File: src/rtl/seven_seg_scan_ctrl.sv
// seven_seg_scan_ctrl
// Memory-mapped multi-digit seven-segment display controller. The CPU writes
// one hex nibble per digit plus decimal-point, blank and control registers
// over an Avalon-MM slave port. The digits are time-multiplexed onto one
// shared segment bus with a one-hot digit enable. The block also provides
// leading-zero suppression and whole-display blinking.
//
// Ports:
//   clk         system clock, rising edge
//   reset       synchronous, active-high reset
//   address     register select (0 DATA, 1 DP, 2 BLANK, 3 CTRL)
//   chipselect  slave select
//   write       write strobe, qualified by chipselect
//   writedata   write data
//   readdata    combinational read of the selected register
//   segs        segment bus, segs[0]=a .. segs[6]=g (registered)
//   dp          decimal point (registered)
//   digit_en    one-hot digit enable, always active-high (registered)
module seven_seg_scan_ctrl #(
    parameter int NUM_DIGITS = 4,
    parameter int SCAN_DIV   = 50000,
    parameter int BLINK_DIV  = 25000000,
    parameter bit ACTIVE_LOW = 1'b1
) (
    input  logic                  clk,
    input  logic                  reset,
    input  logic [1:0]            address,
    input  logic                  chipselect,
    input  logic                  write,
    input  logic [31:0]           writedata,
    output logic [31:0]           readdata,
    output logic [6:0]            segs,
    output logic                  dp,
    output logic [NUM_DIGITS-1:0] digit_en
);

    localparam int DATA_W  = 4 * NUM_DIGITS;
    localparam int SCAN_W  = $clog2(SCAN_DIV);
    localparam int BLINK_W = $clog2(BLINK_DIV);
    localparam logic [SCAN_W-1:0]  SCAN_LAST  = SCAN_W'(SCAN_DIV - 1);
    localparam logic [BLINK_W-1:0] BLINK_LAST = BLINK_W'(BLINK_DIV - 1);
    localparam logic [2:0]         LAST_IDX   = 3'(NUM_DIGITS - 1);
    localparam logic [6:0]         SEGS_DARK  = ACTIVE_LOW ? 7'h7F : 7'h00;
    localparam logic               DP_DARK    = ACTIVE_LOW;

    // Registers
    logic [DATA_W-1:0]     r_data;
    logic [NUM_DIGITS-1:0] r_dp_bits;
    logic [NUM_DIGITS-1:0] r_blank;
    logic                  r_enable;
    logic                  r_lzs;
    logic                  r_blink;

    // Counters
    logic [SCAN_W-1:0]     r_scan_cnt;
    logic [2:0]            r_scan_idx;
    logic [BLINK_W-1:0]    r_blink_cnt;
    logic                  r_phase;

    // Output registers
    logic [6:0]            r_segs;
    logic                  r_dp;
    logic [NUM_DIGITS-1:0] r_digit_en;

    logic                  w_wr_en;
    logic [3:0]            w_nibble;
    logic                  w_dp_sel;
    logic                  w_blank_sel;
    logic                  w_upper_nz;
    logic [NUM_DIGITS-1:0] w_onehot;
    logic                  w_dark;
    logic [6:0]            w_segs_on;
    logic                  w_dp_on;
    logic                  w_unused;

    // Writedata bits above the implemented register widths are ignored.
    assign w_unused = &{1'b0, writedata};

    function automatic logic [6:0] hex_to_segs(input logic [3:0] v);
        case (v)
            4'h0:    hex_to_segs = 7'h3F;
            4'h1:    hex_to_segs = 7'h06;
            4'h2:    hex_to_segs = 7'h5B;
            4'h3:    hex_to_segs = 7'h4F;
            4'h4:    hex_to_segs = 7'h66;
            4'h5:    hex_to_segs = 7'h6D;
            4'h6:    hex_to_segs = 7'h7D;
            4'h7:    hex_to_segs = 7'h07;
            4'h8:    hex_to_segs = 7'h7F;
            4'h9:    hex_to_segs = 7'h6F;
            4'hA:    hex_to_segs = 7'h77;
            4'hB:    hex_to_segs = 7'h7C;
            4'hC:    hex_to_segs = 7'h39;
            4'hD:    hex_to_segs = 7'h5E;
            4'hE:    hex_to_segs = 7'h79;
            default: hex_to_segs = 7'h71;
        endcase
    endfunction

    assign w_wr_en = chipselect & write;

    always_ff @(posedge clk) begin
        if (reset) begin
            r_data    <= '0;
            r_dp_bits <= '0;
            r_blank   <= '0;
            r_enable  <= 1'b1;
            r_lzs     <= 1'b0;
            r_blink   <= 1'b0;
        end else if (w_wr_en) begin
            case (address)
                2'd0: r_data    <= writedata[DATA_W-1:0];
                2'd1: r_dp_bits <= writedata[NUM_DIGITS-1:0];
                2'd2: r_blank   <= writedata[NUM_DIGITS-1:0];
                default: begin
                    r_enable <= writedata[0];
                    r_lzs    <= writedata[1];
                    r_blink  <= writedata[2];
                end
            endcase
        end
    end

    // Scan and blink timebases run regardless of ENABLE/BLINK so that the
    // digit cadence and blink phase never jump when those bits are toggled.
    always_ff @(posedge clk) begin
        if (reset) begin
            r_scan_cnt <= '0;
            r_scan_idx <= '0;
        end else if (r_scan_cnt == SCAN_LAST) begin
            r_scan_cnt <= '0;
            r_scan_idx <= (r_scan_idx == LAST_IDX) ? 3'd0 : r_scan_idx + 3'd1;
        end else begin
            r_scan_cnt <= r_scan_cnt + 1'b1;
        end
    end

    always_ff @(posedge clk) begin
        if (reset) begin
            r_blink_cnt <= '0;
            r_phase     <= 1'b0;
        end else if (r_blink_cnt == BLINK_LAST) begin
            r_blink_cnt <= '0;
            r_phase     <= ~r_phase;
        end else begin
            r_blink_cnt <= r_blink_cnt + 1'b1;
        end
    end

    always_comb begin
        readdata = '0;
        case (address)
            2'd0: readdata[DATA_W-1:0]     = r_data;
            2'd1: readdata[NUM_DIGITS-1:0] = r_dp_bits;
            2'd2: readdata[NUM_DIGITS-1:0] = r_blank;
            default: begin
                readdata[0]    = r_enable;
                readdata[1]    = r_lzs;
                readdata[2]    = r_blink;
                readdata[10:8] = r_scan_idx;
                readdata[16]   = r_phase;
            end
        endcase
    end

    // Select the current digit's fields; w_upper_nz flags any non-zero
    // nibble at or above the current index, which defeats suppression.
    always_comb begin
        w_nibble    = '0;
        w_dp_sel    = 1'b0;
        w_blank_sel = 1'b0;
        w_upper_nz  = 1'b0;
        w_onehot    = '0;
        for (int unsigned i = 0; i < NUM_DIGITS; i++) begin
            if (r_scan_idx == 3'(i)) begin
                w_nibble    = r_data[4*i +: 4];
                w_dp_sel    = r_dp_bits[i];
                w_blank_sel = r_blank[i];
                w_onehot[i] = 1'b1;
            end
            if ((32'(r_scan_idx) <= i) && (r_data[4*i +: 4] != 4'h0)) begin
                w_upper_nz = 1'b1;
            end
        end
        w_dark = !r_enable || w_blank_sel || (r_blink && r_phase) ||
                 (r_lzs && (r_scan_idx != 3'd0) && !w_upper_nz);
        w_segs_on = w_dark ? 7'h00 : hex_to_segs(w_nibble);
        w_dp_on   = !w_dark && w_dp_sel;
    end

    always_ff @(posedge clk) begin
        if (reset) begin
            r_segs     <= SEGS_DARK;
            r_dp       <= DP_DARK;
            r_digit_en <= '0;
        end else begin
            r_segs     <= ACTIVE_LOW ? ~w_segs_on : w_segs_on;
            r_dp       <= ACTIVE_LOW ? ~w_dp_on : w_dp_on;
            r_digit_en <= r_enable ? w_onehot : '0;
        end
    end

    assign segs     = r_segs;
    assign dp       = r_dp;
    assign digit_en = r_digit_en;

endmodule

File: config.mk
export PLATFORM = sky130hd
export DESIGN_NAME = seven_seg_scan_ctrl
export DESIGN_NICKNAME = d
export VERILOG_FILES = /design/src/rtl/seven_seg_scan_ctrl.sv
export SDC_FILE = /design/constraint.sdc
export NUM_CORES = 1
export LEC_CHECK = 0
export ABC_AREA = 1
export CAP_MARGIN = 20
export CORE_ASPECT_RATIO = 1.4
export CORE_MARGIN = 3
export CORE_UTILIZATION = 40
export CTS_BUF_LIST = sky130_fd_sc_hd__clkbuf_8
export CTS_CLUSTER_DIAMETER = 150
export DETAILED_ROUTE_END_ITERATION = 10
export GPL_TIMING_DRIVEN = 0
export PLACE_DENSITY_LB_ADDON = 0.1
export SETUP_SLACK_MARGIN = 0.4
export SYNTH_ARGS = -nofsm -noshare
export SYNTH_HDL_FRONTEND = slang
export SYNTH_SLANG_ARGS = --single-unit
File: constraint.sdc
create_clock -name clk -period 3.75 [get_ports clk]
set_input_delay 0.5625 -clock clk [delete_from_list [all_inputs] [get_ports clk]]
set_output_delay 0.5625 -clock clk [all_outputs]
set_load 0.01 [all_outputs]
==> impl_metrics.py, run 1 <==
metrics = {
    "sta": {
        "finalHoldViolCount": 0,
        "setup_viol": 0,
        "slew_viol_final": 0,
        "rsz0062_at_grt": "no",
        "fin_crit_ns": 3.167,
        "skew_ns": 0.01172,
        "tns_ns": 0,
        "fin_crit_sh_pct": 84.47,
        "hold_slack_ns": 0.4495,
        "max_freq_mhz": 315.7,
    },
    "placed_design": {
        "place_congestion": 0.9089,
        "placed_cells": 852,
        "dpl_cell_area_mm2": 0.005211,
        "port_buffers": 50,
        "dp_hpwl_um": 8973,
    },
    "clock_tree": {
        "cts_root_buf": "clkbuf_8",
        "clk_latency_ns": 0.35,
        "hold_buffers": 0,
        "numCtsBuffers": 9,
        "cts_buffer_depth": 2,
        "cts_max_level": 3,
        "clkTransAtPathRegs_ns": 0.07,
        "ctsResizeCount": 0,
        "cts.sinks": 84,
        "cts_tree": "done",
        "post-cts-setup-buffers": 0,
    },
    "drt": {
        "wl_per_cell_um": 13.21,
        "drt_wl_total_um": 11410,
        "detail-route-antenna-nets": 0,
        "viasPerCell": 4.904,
        "drt_iter0_drc": 159,
        "vias": 4237,
        "dr.pass1.iters": 5,
        "drc": 0,
    },
    "setup_path": {
        "cpPeakStageDelay_ns": 0.58,
        "cp_common_cell": "clkdlybuf4s50_1",
        "crit_type": "input port to primary output",
        "cp.arrival_ns": 2.60,
        "cp_slowest_cell": "clkdlybuf4s50_1",
        "crit_path_start_kind": "input port",
        "cp_cell_sequence": "clkdlybuf4s50_1, nor2_1, inv_1, clkbuf_1, o22ai_1, clkdlybuf4s50_1",
        "r2r_cells": 13,
        "end_kind": "primary output",
        "cp_max_fo": 10,
        "crit_required_ns": 3.19,
    },
    "finish": {
        "layoutNonFillerInstCount": 864,
        "syn_to_final_growth_pct": 19.51,
        "drive_gt1_share_pct": 8.714,
        "layout_common_cells": "118 x nand2_1, 91 x nor2_1, 88 x inv_1",
        "regArea_mm2": 0.001682,
        "final_nets": 772,
        "stdcell_area_mm2": 0.005356,
        "layout_commonest_cell": "nand2_1",
        "fillers": 1163,
        "antennaDiodeCount": 0,
        "multiInputGateArea_mm2": 0.002321,
    },
    "hold_path": {
        "whs_path_depth": 1,
        "min_path_type": "register to register",
    },
    "pwr": {
        "p_leak_nw": 2.115,
        "power_density_mw_per_mm2": 305.5,
        "peakVddDrop_uv": 144.6,
    },
    "synth": {
        "syn_area_mm2": 0.004482,
        "syn_area_per_cell_um2": 6.927,
        "syn_inst": 647,
        "synth_fa_ha_area_share_pct": 3.350,
        "synth.mux.area_fraction_pct": 0,
        "ys_top_cells_by_area": "dfxtp_1 38%, nand2_1 9.9%, nor2_1 7.6%",
        "synth_top_cell_by_area": "dfxtp_1",
        "synthSimpleGateAreaFrac_pct": 32.72,
        "yosysWarnings": 0,
        "synth_xor_area_share_pct": 1.759,
        "synth_compound_area_share_pct": 12.70,
        "yosysSeqAreaShare_pct": 37.52,
        "synth_seq_cells": 84,
        "synth_top_family_by_area": "simple AND/OR/NAND/NOR gates",
        "synth_cell_types": 38,
        "synth_top_area_share_pct": 37.52,
    },
    "grt": {
        "grt_pass1_vias": 4085,
        "antenna_found_initial": 0,
        "grt_pass1_wl_um": 19160,
        "grt_usage_pct": 19.14,
        "grt_max_degree": 12,
        "grt_overflow": 0,
    },
    "floorplan": {
        "core_mm2": 0.01092,
        "die_area_mm2": 0.01253,
        "start_util_pct": 41.03,
        "fp.dieW_um": 95.46,
        "fp-row-count": 45,
        "io_pins": 82,
        "die_h_um": 131.2,
    },
    "job": {
        "cap_violations": 0,
    },
    "status": {
        "status": "finished, final reports clean",
    },
}
==> report_power, final <==
group | total (W) | switching [W] | internal [W]
Sequential | 0.000926 | 0.0000112 | 0.000915
Combinational | 0.000174 | 0.0000938 | 0.0000797
Clock | 0.000537 | 0.000297 | 0.000240
Total | 0.00164 | 0.000402 | 0.00123
==> through the flow <==
stage	util, %	total power (W)	setup WS [ns]
after detailed placement	47.71	0.001121	0.6006
after CTS	49.04	0.001658	0.5987
after global placement	47.71	0.001118	0.6041
after global routing	49.04	0.001716	0.4087
after floorplan	-	0.001045	1.843
final	49.04	0.001637	0.5825
==> critical path: cells and delay by family <==
kind	cells	cell delay (ns)
and+or+nand+nor	1	0.31
buffers and inverters	4	1.50
AOI/OAI and AO/OA	1	0.23
==> path summary, 6_finish.rpt <==
| check | slack [ns] | start | endpoint |
|---|---|---|---|
| min | 0.45 | r_scan_cnt[0]$_SDFF_PP0_ | r_scan_cnt[0]$_SDFF_PP0_ |
| max | 0.58 | address[0] | readdata[10] |
| max reg2reg | 1.51 | r_scan_idx[0]$_SDFFE_PP0P_ | segs[3]$_SDFF_PP1_ |
| min reg2reg | 0.45 | r_scan_cnt[0]$_SDFF_PP0_ | r_scan_cnt[0]$_SDFF_PP0_ |
==> cells by family after synthesis <==
kind of cell	count (synthesis)
and+or+nand+nor	320
AOI/OAI and AO/OA	103
DFF	84
xor gates and xnor gates	9
buffers and inverters	118
other	1
adders and majority gates	12
==> synth_stat cells <==
| library cell | n |
|---|---|
| nor3b_1 | 2 |
| a221oi_1 | 2 |
| xor2_1 | 9 |
| inv_2 | 4 |
| nand2_2 | 4 |
| nand3b_1 | 4 |
| nand3_1 | 46 |
| o22ai_1 | 3 |
| buf_12 | 1 |
| nor2_1 | 91 |
| a21oi_2 | 2 |
| nand2_1 | 118 |
| nor2_2 | 8 |
| a21oi_4 | 2 |
| o21ai_2 | 1 |
| or2_2 | 1 |
| o21ai_0 | 40 |
| a31oi_1 | 2 |
| ha_1 | 12 |
| dfxtp_1 | 84 |
| nor4_1 | 2 |
| clkbuf_1 | 7 |
| nor3_4 | 2 |
| o211ai_1 | 1 |
| nand4_1 | 17 |
| nand2_4 | 2 |
| a21oi_1 | 46 |
| inv_1 | 86 |
| o21ai_1 | 3 |
| o2111ai_1 | 1 |
| or3_1 | 1 |
| buf_4 | 18 |
| nor3_1 | 12 |
| or2_0 | 4 |
| nor3_2 | 1 |
| nand3_2 | 5 |
| conb_1 | 1 |
| inv_4 | 2 |
==> area by class of cell <==
cell class | instances | share of cell area, %
clock inverter | 2 | 0.1402
timing repair buffer | 50 | 9.344
buffer | 26 | 3.387
inverter | 92 | 6.541
sequential | 84 | 31.39
clock buffer | 10 | 2.569
multi-input combinational | 459 | 43.33
tap | 141 | 3.294
==> sequential cells by signal (all words and copies together) (netlist names), 3 cells and up <==
register,cells
r_data,16
r_dp_bits,4
r_blink_cnt,25
r_scan_idx,3
segs,7
r_scan_cnt,16
digit_en,4
r_blank,4
==> per-layer routing <==
layer	up-vias	global-route usage (%)	share of wire, %	wire, µm
met2	96	32.10	50	5660
met3	21	2.405	3.2	365
met1	1920	24.05	44	5069
met5	-	0	0	0
li1	2200	-	-	-
met4	0	8.544	2.8	315
(Power assumes the default switching activity.)
==> inputs of run 2 (changes only) <==
==> constraint.sdc (replaced) <==
create_clock -name clk -period 3 [get_ports clk]
set_input_delay 0.45 -clock clk [delete_from_list [all_inputs] [get_ports clk]]
set_output_delay 0.45 -clock clk [all_outputs]
set_load 0.01 [all_outputs]
==> run 2 against run 1 <==
- largest cell class unchanged
- non-clock buffer count is the same
- global-route usage is essentially flat
- clock-buffer cell count did not move
- final area grew 0.30%
==> impl_metrics.py, run 2 (synthesized netlist as in run 1, its figures left out) <==
metrics = {
    "finish": {
        "layout_commonest_cell": "nand2_1",
        "antennaDiodeCount": 0,
        "final_nets": 772,
        "syn_to_final_growth_pct": 19.88,
        "largestRegisters": "r_blink_cnt (25), r_data (16), r_scan_cnt (16)",
        "largest-register": "r_blink_cnt",
        "final_core_util_pct": 49.19,
        "layout_common_cells": "118 x nand2_1, 89 x nor2_1, 88 x inv_1",
        "fillers": 1160,
        "drive_gt1_share_pct": 9.267,
        "largest_register_ffs": 25,
    },
    "setup_path": {
        "path_delay_family": "buffers and inverters",
        "crit_path_start_kind": "input port",
        "cp_slowest_cell": "clkdlybuf4s50_1",
        "r2r-end": "segs[3]$_SDFF_PP1_",
        "cp_cell_sequence": "dlygate4sd2_1, inv_1, nand2_1, nor2_1, a221oi_1, o21ai_1, clkdlybuf4s50_1",
        "crit_type": "input port to primary output",
        "path_buf_inv": 3,
        "end_kind": "primary output",
        "cp.arrival_ns": 1.98,
        "cp_max_fo": 4,
        "r2r_cells": 13,
        "rrSetupSlack_ns": 0.76,
        "r2r_start": "r_scan_idx[0]$_SDFFE_PP0P_",
        "crit_required_ns": 2.55,
        "cpPeakStageDelay_ns": 0.51,
    },
    "floorplan": {
        "die_h_um": 131.2,
        "io_pins": 82,
        "start_util_pct": 41.03,
        "die_area_mm2": 0.01253,
        "fp.dieW_um": 95.46,
        "core_mm2": 0.01092,
        "fp-row-count": 45,
    },
    "grt": {
        "grt_overflow": 0,
        "grt_max_degree": 12,
        "grt_pass1_wl_um": 19180,
        "grt_pass1_vias": 4095,
        "antenna_found_initial": 0,
        "grt_usage_pct": 19.16,
    },
    "sta": {
        "fin_crit_sh_pct": 81.13,
        "finalHoldViolCount": 0,
        "slew_viol_final": 0,
        "setup_viol": 0,
        "tns_ns": 0,
        "rsz0062_at_grt": "no",
        "max_freq_mhz": 410.9,
        "maxSlewHeadroom_pct": 65.91,
        "tightest_slew_ns": 0.5094,
        "fin_crit_ns": 2.434,
        "skew_ns": 0.01188,
    },
    "pwr": {
        "p_leak_nw": 2.130,
        "power_density_mw_per_mm2": 381.3,
        "peakVddDrop_uv": 184.1,
    },
    "clock_tree": {
        "clk_latency_ns": 0.36,
        "cts_tree": "done",
        "numCtsBuffers": 9,
        "cts_buffer_depth": 2,
        "post-cts-setup-buffers": 0,
        "cts_root_buf": "clkbuf_8",
        "hold_buffers": 0,
        "cts_max_level": 3,
        "cts.sinks": 84,
        "clkTransAtPathRegs_ns": 0.07,
    },
    "hold_path": {
        "min_to": "r_scan_cnt[0]$_SDFF_PP0_",
        "whs_path_depth": 1,
        "min_path_type": "register to register",
        "worstHoldStart": "r_scan_cnt[0]$_SDFF_PP0_",
    },
    "placed_design": {
        "dp_hpwl_um": 8973,
        "port_buffers": 50,
        "place_congestion": 0.9089,
    },
    "drt": {
        "viasPerCell": 4.898,
        "dr.pass1.iters": 5,
        "wl_per_cell_um": 13.22,
        "detail-route-antenna-nets": 0,
        "vias": 4232,
        "drt_wl_total_um": 11420,
        "drc": 0,
        "drt_iter0_drc": 164,
    },
    "status": {
        "status": "finished, final reports clean",
    },
    "job": {
        "cap_violations": 0,
    },
}
## run 2: cell count changes in the layout (fill, tap and decap cells not counted), sizes merged
cell and delta:
clkdlybuf4s50 -3, dlygate4sd2 +3
## run 2: worst reg2reg max path, delay by kind of cell (launching register included)
kind | cells | cell delay (ns)
and+or+nand+nor | 6 | 0.65
adders and majority gates | 2 | 0.56
DFF | 1 | 0.36
buffers and inverters | 4 | 0.30
AOI/OAI and AO/OA | 1 | 0.24
## run 2: worst max path at each step
stage	start	to	slack, ns	depth (start not counted)
6_report	address[1]	readdata[1]	0.57	7
5_1_grt	address[0]	readdata[0]	0.47	4
4_1_cts	address[0]	readdata[4]	0.59	6
3_5_place_dp	address[0]	readdata[10]	0.08	6
3_3_place_gp	address[0]	readdata[10]	0.08	6
2_1_floorplan	r_scan_idx[0]$_SDFFE_PP0P_	segs[3]$_SDFF_PP1_	1.09	11
## run 2: metrics by stage
stage / cell area [µm²] / worst slack (ns) / hold slack [ns] / total power, W / std cells
after floorplan: 4534 / 1.093 / 0.4175 / 0.001306 / 661
after global placement: 5211 / 0.07905 / 0.4285 / 0.001398 / 852
after detailed placement: 5211 / 0.07562 / 0.4399 / 0.001402 / 852
after CTS: 5373 / 0.5865 / 0.4558 / 0.002074 / 864
after global routing: 5373 / 0.4668 / 0.4776 / 0.002147 / 864
final: 5373 / 0.5662 / 0.4495 / 0.002049 / 864
## run 2: report_power, final
group / switching [W] / internal, W / total (W)
clock network: 0.000373 / 0.000300 / 0.000672
logic: 0.000119 / 0.000100 / 0.000219
registers: 0.0000141 / 0.00114 / 0.00116
## run 2: area by class of cell
class,count,area (µm²),area share [%]
buffer,26,185.2,3.447
clock buffer,10,137.6,2.562
inverter,92,350.3,6.521
multi-input combinational,459,2337,43.50
clock inverter,2,7.507,0.1397
timing repair buffer,50,496.7,9.245
sequential,84,1682,31.30
tap,141,176.4,3.284
## run 2: layer usage
layer  vias to the layer above  part of all wire, %  GRT usage [%]
li1                       2200                    -              -
met1                      1906                   44          24.02
met2                       105                   49          32.18
met3                        21                  3.7          2.405
met4                         0                  2.8          8.544
met5                         -                    0              0
## run 2: what timing repair did
item                       CTS  global route
hold endpoints to repair     0             0
gates resized for setup     11             0
setup endpoints to repair   14             0
==> inputs of run 3 (changes only) <==
==> constraint.sdc (replaced) <==
create_clock -name clk -period 2.35 [get_ports clk]
set_input_delay 0.3525 -clock clk [delete_from_list [all_inputs] [get_ports clk]]
set_output_delay 0.3525 -clock clk [all_outputs]
set_load 0.01 [all_outputs]
==> run 3 against run 2 <==
- utilization rose by 1.7 points
- critical path depth did not move
- largest cell class unchanged
- clock-buffer cell count did not move
- power rose by 28%
- global-route usage rose by 0.12 points
- critical endpoint is now readdata[0]
==> impl_metrics.py, run 3 (synthesized netlist as in run 1, its figures left out) <==
metrics = {
    "pwr": {
        "peakVddDrop_uv": 233.7,
        "p_leak_nw": 2.267,
        "power_density_mw_per_mm2": 471.0,
    },
    "floorplan": {
        "io_pins": 82,
        "core_mm2": 0.01092,
        "die_area_mm2": 0.01253,
        "fp.dieW_um": 95.46,
        "fp-row-count": 45,
        "start_util_pct": 41.03,
        "die_h_um": 131.2,
    },
    "setup_path": {
        "crit_start": "address[1]",
        "crit_path_start_kind": "input port",
        "end_kind": "primary output",
        "cp.arrival_ns": 1.55,
        "cp_max_fo": 4,
        "r2r_start": "r_scan_idx[1]$_SDFFE_PP0P_",
        "rrSetupSlack_ns": 0.49,
        "crit_required_ns": 2.00,
        "crit_type": "input port to primary output",
    },
    "clock_tree": {
        "cts_root_buf": "clkbuf_8",
        "numCtsBuffers": 9,
        "cts_max_level": 3,
        "cts_buffer_depth": 2,
        "cts_tree": "done",
        "clkTransAtPathRegs_ns": 0.07,
        "clk_latency_ns": 0.35,
        "cts.sinks": 84,
    },
    "finish": {
        "syn_to_final_growth_pct": 24.09,
        "largestRegisters": "r_blink_cnt (25), r_data (16), r_scan_cnt (16)",
        "layoutNonFillerInstCount": 870,
        "antennaDiodeCount": 0,
        "largest-register": "r_blink_cnt",
        "largest_register_ffs": 25,
        "layout_commonest_cell": "nand2_1",
        "final_nets": 778,
        "drive_gt1_share_pct": 14.13,
        "final_core_util_pct": 50.92,
        "layout_common_cells": "112 x nand2_1, 84 x inv_1, 84 x nor2_1",
        "fillers": 1142,
    },
    "sta": {
        "max_freq_mhz": 525.7,
        "fin_crit_sh_pct": 80.95,
        "hold_slack_ns": 0.4494,
        "setup_slack_ns": 0.4477,
        "setup_viol": 0,
        "rsz0062_at_grt": "yes",
        "tightest_slew_ns": 0.4971,
        "maxSlewHeadroom_pct": 66.74,
        "finalHoldViolCount": 0,
        "skew_ns": 0.009391,
        "slew_viol_final": 0,
        "tns_ns": 0,
        "fin_crit_ns": 1.902,
    },
    "status": {
        "status": "finished, final reports clean",
    },
    "drt": {
        "detail-route-antenna-nets": 0,
        "vias": 4242,
        "drc": 0,
        "wl_per_cell_um": 13.24,
        "dr.pass1.iters": 4,
        "viasPerCell": 4.876,
        "drt_wl_total_um": 11520,
        "drt_iter0_drc": 175,
    },
    "grt": {
        "grt_overflow": 0,
        "grt_max_degree": 12,
        "grt_pass1_wl_um": 19310,
        "grt_usage_pct": 19.27,
        "antenna_found_initial": 0,
        "grt_pass1_vias": 4107,
    },
    "hold_path": {
        "worstHoldStart": "r_scan_cnt[0]$_SDFF_PP0_",
        "min_path_type": "register to register",
    },
    "placed_design": {
        "port_buffers": 50,
        "placed_cells": 852,
        "dp_hpwl_um": 8973,
        "place_congestion": 0.9089,
        "pre_cts_slack_ns": -0.3794,
    },
    "job": {
        "cap_violations": 0,
    },
}
==> run 3: changes by cell type in the layout (fill, tap and decap cells not counted), moves of 4 or more <==
cell / change
nand2_1: -6
buf_4: +5
dlygate4sd2_1: +12
nand2_2: +6
nor2_1: -5
clkdlybuf4s50_1: -15
ha_1: -4
ha_4: +4
inv_1: -4
==> run 3: final cells by class <==
type | count | area [µm²] | area share (%)
buffer | 26 | 185.2 | 3.330
clock inverter | 2 | 7.507 | 0.1350
clock buffer | 10 | 137.6 | 2.475
inverter | 92 | 357.8 | 6.434
sequential | 84 | 1690 | 30.39
timing repair buffer | 56 | 529.3 | 9.516
multi-input combinational | 459 | 2477 | 44.54
tap | 141 | 176.4 | 3.172
==> run 3: critical path, stage by stage <==
cell	delay, ns
clkdlybuf4s15_2	0.25
inv_1	0.11
nand2_2	0.11
nor2_1	0.06
a221oi_2	0.21
o21ai_1	0.15
dlygate4sd2_1	0.31
==> run 3: metrics by stage <==
| step | power, W | cell area (µm²) |
|---|---|---|
| floorplan | 0.001668 | 4534 |
| global placement | 0.001784 | 5211 |
| detailed placement | 0.001790 | 5211 |
| CTS | 0.002647 | 5438 |
| global route | 0.002746 | 5562 |
| finish | 0.002620 | 5562 |
==> run 3: power by group <==
part | switching, W | total (W) | internal [W]
combinational | 0.000157 | 0.000287 | 0.000130
clock | 0.000474 | 0.000856 | 0.000383
sequential | 0.0000182 | 0.00148 | 0.00146
==> run 3: worst paths after layout <==
check | to | cells after the start
worst max-delay path | readdata[0] | 7
worst min-delay path | r_scan_cnt[0]$_SDFF_PP0_ | 1
worst max register to register | segs[0]$_SDFF_PP1_ | 14
worst min register to register | r_scan_cnt[0]$_SDFF_PP0_ | 1
==> run 3: layer usage <==
layer | GRT usage, % | wire, µm | vias up | share of wire, %
met1 | 24.09 | 5072 | 1933 | 44
met3 | 2.405 | 380 | 13 | 3.3
met2 | 32.49 | 5878 | 78 | 51
met5 | 0 | 0 | - | 0
met4 | 8.544 | 189 | 0 | 1.6
li1 | - | - | 2218 | -
==> run 3: timing repair <==
item,CTS,global route
buffers inserted,2,4
hold buffers,0,0
setup endpoints to repair,24,40
gates resized for setup,45,30
gates cloned,0,0
pin swaps,1,6
